### config.mk
export PLATFORM = sky130hd
export DESIGN_NAME = vsm_out_port
export DESIGN_NICKNAME = d
export VERILOG_FILES = /design/src/rtl/vsm_out_port.sv
export SDC_FILE = /design/constraint.sdc
export NUM_CORES = 1
export LEC_CHECK = 0
export ABC_AREA = 1
export CAP_MARGIN = 20
export CORE_MARGIN = 10
export CORE_UTILIZATION = 58
export DETAILED_ROUTE_END_ITERATION = 10
export PLACE_DENSITY = 0.82
export SYNTH_ARGS = -nofsm -noshare
export SYNTH_HDL_FRONTEND = slang
export SYNTH_SLANG_ARGS = --single-unit
### constraint.sdc
create_clock -name MainClock -period 3.3 [get_ports MainClock]
set_input_delay 0.66 -clock MainClock [delete_from_list [all_inputs] [get_ports MainClock]]
set_output_delay 0.66 -clock MainClock [all_outputs]
set_load 0.005 [all_outputs]
### src/rtl/vsm_out_port.sv
// vsm_out_port: parametrised output port of the VSM datapath.
// Captures IB on LoadOut and presents it on Out with a valid/ack handshake.
// The port is either a single holding register or a show-ahead FIFO.
// It reports full and sticky overflow status back to the controller.
module vsm_out_port #(
    parameter int WIDTH    = 4,
    parameter int DEPTH    = 4,
    parameter int BUFFERED = 1
) (
    input  logic             MainClock,
    input  logic             invMainReset,
    input  logic [WIDTH-1:0] IB,
    input  logic             LoadOut,
    output logic [WIDTH-1:0] Out,
    output logic             OutValid,
    input  logic             OutAck,
    output logic             OutFull,
    output logic             OutOverflow,
    input  logic             ClearOvf
);

    if (BUFFERED == 0) begin : g_register

        logic [WIDTH-1:0] out_q, out_d;
        logic             valid_q, valid_d;
        logic             ovf_q, ovf_d;
        logic             pop;
        logic             ovf_event;

        assign pop = valid_q & OutAck;

        // Next-state logic: a load always wins; an unconsumed word being replaced is an overflow.
        always_comb begin
            out_d     = out_q;
            valid_d   = valid_q;
            ovf_event = 1'b0;
            if (LoadOut) begin
                out_d     = IB;
                valid_d   = 1'b1;
                ovf_event = valid_q & ~pop;
            end else if (pop) begin
                valid_d = 1'b0;
            end
            if (ovf_event) begin
                ovf_d = 1'b1;
            end else if (ClearOvf) begin
                ovf_d = 1'b0;
            end else begin
                ovf_d = ovf_q;
            end
        end

        // State registers with asynchronous active-low reset.
        always_ff @(posedge MainClock or negedge invMainReset) begin
            if (!invMainReset) begin
                out_q   <= '0;
                valid_q <= 1'b0;
                ovf_q   <= 1'b0;
            end else begin
                out_q   <= out_d;
                valid_q <= valid_d;
                ovf_q   <= ovf_d;
            end
        end

        assign Out         = out_q;
        assign OutValid    = valid_q;
        assign OutFull     = valid_q;
        assign OutOverflow = ovf_q;

    end else begin : g_fifo

        localparam int AW = (DEPTH > 1) ? $clog2(DEPTH) : 1;
        localparam int CW = AW + 1;

        logic [WIDTH-1:0] mem [DEPTH];
        logic [AW-1:0]    wr_ptr_q, wr_ptr_d;
        logic [AW-1:0]    rd_ptr_q, rd_ptr_d;
        logic [AW-1:0]    rd_next;
        logic [CW-1:0]    count_q, count_d;
        logic [WIDTH-1:0] out_q, out_d;
        logic             valid_q, valid_d;
        logic             full_q, full_d;
        logic             ovf_q, ovf_d;
        logic             pop;
        logic             at_full;
        logic             do_write;
        logic             ovf_event;

        assign pop = valid_q & OutAck;

        // Pointer, count and show-ahead output computation; Out always mirrors the oldest entry.
        always_comb begin
            at_full   = (count_q == CW'(DEPTH));
            do_write  = LoadOut & (~at_full | pop);
            ovf_event = LoadOut & at_full & ~pop;
            rd_next   = rd_ptr_q + AW'(1);
            wr_ptr_d  = do_write ? (wr_ptr_q + AW'(1)) : wr_ptr_q;
            rd_ptr_d  = pop ? rd_next : rd_ptr_q;
            count_d   = count_q + CW'(do_write) - CW'(pop);
            out_d     = out_q;
            if (pop) begin
                if (count_q == CW'(1)) begin
                    if (do_write) begin
                        out_d = IB;
                    end
                end else begin
                    out_d = mem[rd_next];
                end
            end else if ((count_q == '0) && do_write) begin
                out_d = IB;
            end
            valid_d = (count_d != '0);
            full_d  = (count_d == CW'(DEPTH));
            if (ovf_event) begin
                ovf_d = 1'b1;
            end else if (ClearOvf) begin
                ovf_d = 1'b0;
            end else begin
                ovf_d = ovf_q;
            end
        end

        // Storage array, deliberately left out of reset.
        always_ff @(posedge MainClock) begin
            if (do_write) begin
                mem[wr_ptr_q] <= IB;
            end
        end

        // Control and output registers with asynchronous active-low reset.
        always_ff @(posedge MainClock or negedge invMainReset) begin
            if (!invMainReset) begin
                wr_ptr_q <= '0;
                rd_ptr_q <= '0;
                count_q  <= '0;
                out_q    <= '0;
                valid_q  <= 1'b0;
                full_q   <= 1'b0;
                ovf_q    <= 1'b0;
            end else begin
                wr_ptr_q <= wr_ptr_d;
                rd_ptr_q <= rd_ptr_d;
                count_q  <= count_d;
                out_q    <= out_d;
                valid_q  <= valid_d;
                full_q   <= full_d;
                ovf_q    <= ovf_d;
            end
        end

        assign Out         = out_q;
        assign OutValid    = valid_q;
        assign OutFull     = full_q;
        assign OutOverflow = ovf_q;

    end

endmodule

==> impl.org <==
** Outcome
- Status :: completed

** STA
- Max-slew violation count :: 0
- In the finished design, the share of the clock period the worst path needs comes to 83.6%.
- The number of hold violations in the final report was 0.
- Summed over all failing endpoints, the final setup total negative slack is 0 ps.
- Headroom to the max-slew limit came out at around 59%.
- Worst clock skew :: roughly 9.7 ps
- Setup repair after global routing left no endpoint under its margin.
- For the pin with the worst max-slew slack, the measured transition is just over 600 ps.
- Based on the critical path, the design can be clocked at up to roughly 360 MHz.
- Count of endpoints failing setup in the final report :: 0
- Subtracting the final worst setup slack from the clock period gives 2760 ps.

** Synth
- Average size of a mapped cell :: roughly 9.8 um^2
- Seq/Total Area, Yosys :: about 60%
- Of all flip-flops after synthesis, the portion carrying an async set or reset was 46.7%.
- Synthesis produced a netlist with a net count of 159.
- Leading cell types by total area after synthesis :: edfxtp_1 (35%), dfrtp_1 (25%), nand2_1 (14%)
- Most instantiated flip-flop cell in the synthesis netlist :: edfxtp_1
- In this run, distinct cell masters in the synthesized netlist total 17.
- Leading post-synthesis cells by instance count :: nand2_1 (51), edfxtp_1 (16), inv_1 (16)
- Most used standard cell by instance count after synthesis :: nand2_1
- Yosys mapped a number of flops with a built-in enable equal to 16.
- The cell area that synthesis handed to floorplanning was roughly 1400 um^2.
- Synth top area share :: roughly a third
- FF+latch count, synth :: 30
- Warnings from Yosys :: 0
- Summed over all instances, the cell type with the most area after synthesis is edfxtp_1.
- Post-synthesis instance total :: between 100 and 150

** Critical path
- Broken down by cell family, the worst path's largest delay share belongs to adder cells.
- Critical path buffers and inverters :: 3
- At the worst endpoint, the required time is 3560 ps.
- The worst setup path is captured at a register.
- The largest single stage delay on the critical path is 450 ps.
- Along the worst path, the maximum fanout reaches 9.
- WS Path Type :: input port to register
- Among all stages on the critical path, the largest delay is contributed by clkdlybuf4s50_1.
- Critical path data arrival time :: 3020 ps
- Walking the worst path, the cells encountered are clkdlybuf4s50_1 > nand2_1 > nand3_1 > nand2_2 > ha_1 > inv_1 > ha_1 > fa_1 > xor2_1 > xor2_1 > inv_2 > nor2_2.
- Category of the worst setup path launch point :: input port

** Clock network
- For the worst-skew pair, the clock arrives at the later sink with an insertion delay of approximately 320 ps.
- Max Buffers Root-to-Sink :: 2
- In this run, post-CTS hold repair placed 0 buffers.
- TritonCTS buffer count :: 5
- CTS tree :: done
- Root buffer cell :: clkbuf_4
- The number of gates resized after CTS was 0.
- CTS built an H-tree with a depth of 2.
- Setup Fix Bufs, Post-CTS :: 0
- The clock net in this run drives a total of 30 sinks.
- Clock slew seen by the registers of the worst setup and hold paths :: roughly 80 ps

** Final layout
- Fraction of final layout cells with drive strength greater than 1 :: 7.27%
- Relative to the synthesized area, the layout overhead comes to 16.9%.
- # diodes :: 0
- The net count of the finished layout is approximately 180.

** Route
- Remaining antenna violation count after routing :: 0
- Average routed wire per standard cell :: 12.9 um
- After detailed routing, the number of remaining DRC violations is 0.
- The detailed router placed just under 1k vias in this run.
- Routed via count divided by cell count :: roughly 5.0
- The pre-antenna-repair detailed-routing pass consisted of 4 iterations.
- After detailed routing, the total wire length is approximately 2500 um.
- Number of DRC markers after the initial detailed-route iteration :: 44

** Worst hold path
- Type of the most critical hold path :: register to register

** Die
- After floorplanning, the core was divided into 17 placement rows.
- Num ports :: 16
- The total area inside the core boundary comes to ~2300 um^2.
- Die footprint :: around 4800 um^2
- Die outline height :: between 60 and 70 um
- The initial utilization of the core area, before any placement, comes to around 62%.
- The floorplan step set the die width to around 69 um.

** Global route
- The initial antenna violation count came to 0.
- Global routing used between 10% and 20% of the available tracks.
- The first global-routing pass estimated 4060 um of wire.
- Pin count of the biggest net entering global routing :: 15
- Via count of the first global-routing pass :: slightly above 900
- Global route total overflow :: 0

** Power and ir drop
- In this run the power density over the cells is between 800 and 900 nW/um^2.
- The completed layout was analyzed and its total power is between 1000 and 1500 uW.
- Across the VDD grid, the largest voltage drop is about 0.67 mV.
- The analysis attributes to cell leakage a power of ~0.00076 uW.

** Placed design
- HPWL after detailed placement :: slightly below 2000 um
- Routability congestion estimate from global placement :: between 0.9 and 1
- Buffers placed on the I/O ports in this run total 15.

** Job
- Max-cap violations :: 0
==> layout by cell type (no fill, tap or decap), drive strengths merged <==
master and instances:
inv 18, nand2 54, xor2 4, clkbuf 6, o22ai 1, a21oi 5, o21ai 1, ha 7
clkinv 2, fa 1, nand4 1, clkdlybuf4s50 15, dfrtp 14, nor2 13, edfxtp 16, nand3 7
==> final cells by class <==
cell class / instances / area (um^2)
sequential: 30 / 831
fill: 178 / 629
multi-input combinational: 94 / 492
timing repair buffer: 15 / 150
inverter: 18 / 67.6
clock buffer: 6 / 41.3
tap: 28 / 35.0
clock inverter: 2 / 8.76
==> registers in the layout (all words and copies together) (netlist names) <==
signal and flops:
OutFull 1, OutOverflow 1, OutValid 1, g_fifo.rd_ptr_q 2, g_fifo.wr_ptr_q 2, g_fifo.mem 16, Out 4, g_fifo.count_q 3
==> report_power, final <==
part / leakage [uW] / total (uW) / internal (uW) / switching, uW
sequential: 0.000313 / 590 / 519 / 71.0
combinational: 0.000416 / 569 / 228 / 341
clock: 0.0000297 / 195 / 79.8 / 116
==> worst reg2reg max path: cells and delay by family (launching register included) <==
| family | cells | cell delay, ps |
|---|---|---|
| adder cells (fa/ha/maj) | 3 | 910 |
| AND/OR/NAND/NOR | 4 | 510 |
| XOR/XNOR | 2 | 400 |
| flip-flops | 1 | 350 |
| buffers and inverters | 2 | 100 |
==> kinds of logic (layout without fill, tap and decap cells) <==
group	after synthesis	in the layout	share of synthesized area [%]
flip-flops	30	30	59.8
adder cells (fa/ha/maj)	8	8	7.74
AND/OR/NAND/NOR	75	75	22.5
buffers and inverters	18	41	4.86
XOR/XNOR	4	4	2.52
AO/OA/AOI/OAI	7	7	2.61
==> worst paths after layout <==
path / start / endpoint / cells after the start / slack (ps)
max reg2reg: OutValid$_DFF_PN0_ / OutFull$_DFF_PN0_ / 11 / 980
min in group asynchronous: invMainReset / g_fifo.wr_ptr_q[0]$_DFFE_PN0P_ / 1 / 710
min reg2reg: Out[3]$_DFFE_PN0P_ / Out[3]$_DFFE_PN0P_ / 2 / 480
max: OutAck / OutFull$_DFF_PN0_ / 12 / 540
min: Out[3]$_DFFE_PN0P_ / Out[3]$_DFFE_PN0P_ / 2 / 480
max in group asynchronous: invMainReset / g_fifo.wr_ptr_q[1]$_DFFE_PN0P_ / 1 / 2190
==> per-stage QoR <==
| stage | instance area (um^2) | worst slack (ps) | cells | hold slack, ps | util [%] |
|---|---|---|---|---|---|
| 3_5_place_dp | 1580 | 203 | 185 | 464 | 69.9 |
| 5_1_grt | 1630 | 354 | 193 | 522 | 72.1 |
| 3_3_place_gp | 1580 | 298 | 185 | 464 | 69.9 |
| 4_1_cts | 1630 | 546 | 193 | 487 | 72.1 |
| 2_1_floorplan | 1390 | 846 | 142 | 364 | - |
| 6_report | 1630 | 542 | 193 | 485 | 72.1 |
==> routing by layer <==
metal,wire length (um),vias up,part of all wire (%),global-route usage (%)
li1,-,492,-,-
met1,970,447,39,12.1
met2,1350,22,54,21.0
met3,146,4,5.8,4.03
met4,30,0,1.2,4.43
met5,0,-,0,0
Power figures use the tool's default switching activity.
==> patch 1: new RTL, same settings <==
Change the parameter `WIDTH` from 4 to 3.
--- a/src/rtl/vsm_out_port.sv
+++ b/src/rtl/vsm_out_port.sv
@@ -5,3 +5,3 @@
 module vsm_out_port #(
-    parameter int WIDTH    = 4,
+    parameter int WIDTH    = 3,
     parameter int DEPTH    = 4,
Interface: changed (resized IB and Out); port bits go from 16 to 14. The function was not compared with the original's and may differ.
==> patch 1 against the unedited design <==
Total power shrank 16%. Via count shrank 15%. Routed wire length shrank 16%. Area after synthesis is 14% lower. Largest power group unchanged. Sequential cell count is 5 lower. Clock power decreased by 32%. Setup slack better by 56 ps. Cell area is 15% lower. Fmax increased by 2.1%. Register-to-register slack got worse by 80 ps.
==> patch 1: results (changes against the unedited design) <==
DR vias=824 (-15%); LEAKAGE=0.658 nW (-13%); WL final=2100 um (-16%); fraction of registers with async set/reset=0.520 (+0.0533); htree depth=1 (-1); Post-synth EDFFs=12 (-4); internal power=683 uW (-17%); crit-path max cell delay=470 ps (+20 ps); Mapped Nets=139 (-13%); Hold Path Class=reg2reg; Worst-Skew Late Latency=310 ps; Placer Congestion=0.747 (-18%); first-pass GRT wire length=3550 um (-13%); dpl hpwl=1670 um (-14%); Resized Gates After CTS=0 (unchanged); Reg with most FFs=g_fifo.mem; Worst VDD drop=0.000459 V (-32%); share of cells above drive strength 1=0.0786 (+0.00584); TritonCTS Buffers=3 (-2); synth top area cells=edfxtp_1 30%, dfrtp_1 27%, nand2_1 12%; Synth Flop Type=dfrtp_1; clock slew at reported path FFs=130 ps (+50 ps); Seq/Total Area, Yosys=0.573 (-0.0244); Slew headroom=0.598 (+0.00710); GR Util met2=0.200 (-0.0100); number of fill cells=161 (-9.6%); port bufs=13 (-2); met1 usage in global routing=0.105 (-0.0150); pre-CTS setup slack=241 ps (+38.0 ps); clock skew=9.10 ps (-0.608 ps); post-synthesis adder-cell area fraction=0.0900 (+0.0126); top cells by count, synth=38 x nand2_1, 17 x inv_1, 13 x dfrtp_1; Initial DRC Count=40 (-9.1%); max reg flops=12 (-4); outcome=finished clean; Nets=157 (-13%); met3 usage=0.0288 (-0.0114); complex-gate fraction of the synthesized area=0.0262 (+0.0000480); Total GRT Usage=0.107 (-0.00921); Post-Synth XOR/XNOR Area=0.0293 (+0.00409)
patch 1: power by group through the flow:
stage / Sequential [mW] / Combinational (mW) / Clock [mW]
floorplan: 0.499 / 0.347 / 0
global placement: 0.506 / 0.476 / 0
detailed placement: 0.512 / 0.500 / 0
CTS: 0.504 / 0.503 / 0.135
global route: 0.517 / 0.578 / 0.148
finish: 0.504 / 0.496 / 0.132
patch 1: metrics by stage:
step	cell area, um^2	instances	hold slack [ps]
6_report	1390	167	499
5_1_grt	1390	167	547
4_1_cts	1390	167	507
3_5_place_dp	1360	163	478
3_3_place_gp	1360	163	462
2_1_floorplan	1200	123	364
patch 1: kinds of logic after synthesis:
group / count (synthesis)
buf+inv: 18
fa+ha+maj: 8
flops: 25
simple gates: 62
xor+xnor: 4
compound gates: 6
patch 1: worst max-delay path: cells and delay by family:
| family | cells | cell delay (ps) |
|---|---|---|
| buffers and inverters | 3 | 580 |
| XOR/XNOR | 2 | 410 |
| AND/OR/NAND/NOR | 4 | 440 |
| adder cells (fa/ha/maj) | 3 | 820 |
patch 1: final timing paths:
check                                  startpoint                  to  slack, ps  depth (start not counted)
worst max-delay path                       OutAck            OutValid        600                         12
worst min-delay path                       Out[1]              Out[1]        500                          2
worst max register to register  g_fifo.count_q[1]            OutValid        900                         11
worst min register to register             Out[1]              Out[1]        500                          2
max in group asynchronous            invMainReset  g_fifo.wr_ptr_q[0]       2200                          1
min in group asynchronous            invMainReset              Out[2]        700                          1
patch 1: routing by layer:
layer	up-vias	share of wire
met5	-	0
met4	0	0.025
met3	6	0.033
met2	13	0.54
met1	385	0.40
li1	420	-
patch 1: area by class of cell:
| cell class | instances | share of cell area |
|---|---|---|
| Clock inverter | 1 | 0.00361 |
| Sequential cell | 25 | 0.494 |
| Tap cell | 27 | 0.0243 |
| Timing Repair Buffer | 13 | 0.0938 |
| Inverter | 18 | 0.0487 |
| Multi-Input combinational cell | 80 | 0.319 |
| Clock buffer | 3 | 0.0162 |
==> patch 2: new RTL, config.mk and constraints unchanged <==
Without the edit above. Register the output `OutOverflow`, with the module's reset; this adds one clock of latency there. The other outputs are not delayed to match.
--- a/src/rtl/vsm_out_port.sv
+++ b/src/rtl/vsm_out_port.sv
@@ -20,2 +20,4 @@
 );
+
+    logic OutOverflow_d;
 
@@ -68,3 +70,3 @@
         assign OutFull     = valid_q;
-        assign OutOverflow = ovf_q;
+        assign OutOverflow_d = ovf_q;
 
@@ -154,4 +156,12 @@
         assign OutFull     = full_q;
-        assign OutOverflow = ovf_q;
+        assign OutOverflow_d = ovf_q;
 
+    end
+
+    always_ff @(posedge MainClock or negedge invMainReset) begin
+        if (!invMainReset) begin
+            OutOverflow <= '0;
+        end else begin
+            OutOverflow <= OutOverflow_d;
+        end
     end
Behaviour: not the same (a bounded check fails within 10 cycles, from zero or initial values and one cycle with invMainReset low).
==> patch 2 against the unedited design <==
Total power is 1.3% higher. Critical path depth is the same. Worst hold slack worse by 98 ps. Sequential cell count grew 1. Setup slack got worse by 40 ps. Cell area increased by 1.5%. Critical path type unchanged. Routed wire length shrank 0.28%. Area after synthesis is 1.8% higher.
==> patch 2: results (changes against the unedited design) <==
outcome=finished clean; Initial DRC Count=19 (-57%); Worst-Skew Late Latency=320 ps (about the same); number of global-route vias before repair=924 (+0.33%); Post-Syn Area per Cell=9.90 um^2 (+1.1%); post-CTS setup buffer count=0 (unchanged); htree depth=2 (unchanged); CTS Root Cell=clkbuf_4; Nets=182 (+0.55%); Mapped Nets=160 (+0.63%); post-synthesis adder-cell area fraction=0.0760 (-0.00137); Post-Synth XOR/XNOR Area=0.0248 (-0.000446); number of vias per cell=4.94 (-1.1%); placed insts=186 (+0.54%); port bufs=15 (unchanged); Fin Hold WS=387 ps (-98.1 ps); share of cells above drive strength 1=0.0663 (-0.00646); initial antenna violation count=0 (unchanged); Slew headroom=0.560 (-0.0311); number of fill cells=168 (-5.6%); synth top area cells=edfxtp_1 34%, dfrtp_1 27%, nand2_1 14%; internal power=846 uW (+2.3%); Reg2Reg Setup Slack=930 ps (-50 ps); complex-gate fraction of the synthesized area=0.0256 (-0.000462); Ant. Diodes=0 (unchanged); WL final=2490 um (-0.28%); TritonCTS Buffers=5 (unchanged); DR vias=959 (-0.62%); multiplexer share of the synthesized area=0 (unchanged); Clock Path Buffers=2 (unchanged); synth unique cells=17 (unchanged); Total GRT Usage=0.105 (-0.0109); Post-synth EDFFs=16 (unchanged); clock skew=5.41 ps (-4.30 ps); Resized Gates After CTS=0 (unchanged); LEAKAGE=0.769 nW (+1.4%); Placer Congestion=0.816 (-10%); CP max-delay cell=clkdlybuf4s50_1; Seq/Total Area, Yosys=0.605 (+0.00711); Yosys warning total=0 (unchanged); CP Max Fanout=9 (unchanged); first-pass GRT wire length=4040 um (-0.52%); Hold Path Class=reg2reg; fraction of registers with async set/reset=0.484 (+0.0172); clock slew at reported path FFs=80 ps (about the same); Synth Flop Type=edfxtp_1; Reg with most FFs=g_fifo.mem; max reg flops=16 (unchanged); crit-path max cell delay=450 ps (about the same); top cells by count, synth=51 x nand2_1, 16 x edfxtp_1, 16 x inv_1; dpl hpwl=1950 um (-0.27%); largest net degree at the start of global routing=16 (+1); WP data arrival=3060 ps (+40 ps); Worst VDD drop=0.000604 V (-10%); DR pass1 iterations=4 (unchanged)
==> patch 2: changes by cell type in the layout (fill, tap and decap cells not counted) <==
cell | unedited run | this run
clkinv_2 | 1 | 0
clkbuf_1 | 1 | 3
dfrtp_1 | 14 | 15
clkinv_1 | 1 | 0
==> patch 2: worst max-delay path, delay by kind of cell <==
| kind | cells | cell delay [ps] |
|---|---|---|
| XOR/XNOR | 2 | 400 |
| buffers and inverters | 3 | 560 |
| AND/OR/NAND/NOR | 4 | 500 |
| adder cells (fa/ha/maj) | 3 | 930 |
==> patch 2: worst paths after layout <==
| path | start | endpoint | cells after the start |
|---|---|---|---|
| min in group asynchronous | invMainReset | Out[0] | 1 |
| worst max register to register | OutValid | OutFull | 11 |
| worst min-delay path | OutOverflow_d | OutOverflow | 0 |
| max in group asynchronous | invMainReset | g_fifo.count_q[1] | 1 |
| worst min register to register | OutOverflow_d | OutOverflow | 0 |
| worst max-delay path | OutAck | OutFull | 12 |
==> patch 2: power groups by stage <==
stage	Sequential (mW)	Clock (mW)	Combinational, mW
floorplan	0.603	0	0.394
global placement	0.609	0	0.545
detailed placement	0.617	0	0.570
CTS	0.608	0.203	0.573
global route	0.618	0.227	0.657
finish	0.609	0.198	0.566
==> patch 2: area by class of cell <==
type / count / share of cell area
flip-flops and latches: 31 / 0.519
multi-input cells: 94 / 0.298
repair buffers: 15 / 0.0910
inverters: 18 / 0.0410
clock buffers: 8 / 0.0296
well taps: 28 / 0.0212
==> patch 2: metrics by stage <==
step           area (um^2)  setup WS (ps)  power, mW
2_1_floorplan         1420            846      0.997
3_3_place_gp          1600            301       1.15
3_5_place_dp          1600            163       1.19
4_1_cts               1650            503       1.38
5_1_grt               1650            334       1.50
6_report              1650            502       1.37
==> patch 2: metal layers <==
metal,GRT usage,share of wire
met1,0.108,0.42
met4,0.0599,0.019
met3,0.0342,0.039
met5,0,0
met2,0.182,0.52
==> patch 2: cells by family (layout without fill, tap and decap cells) <==
kind of cell	after synthesis	in the layout
XOR/XNOR	4	4
adder cells (fa/ha/maj)	8	8
AND/OR/NAND/NOR	75	75
AO/OA/AOI/OAI	7	7
buffers and inverters	18	41
flip-flops	31	31
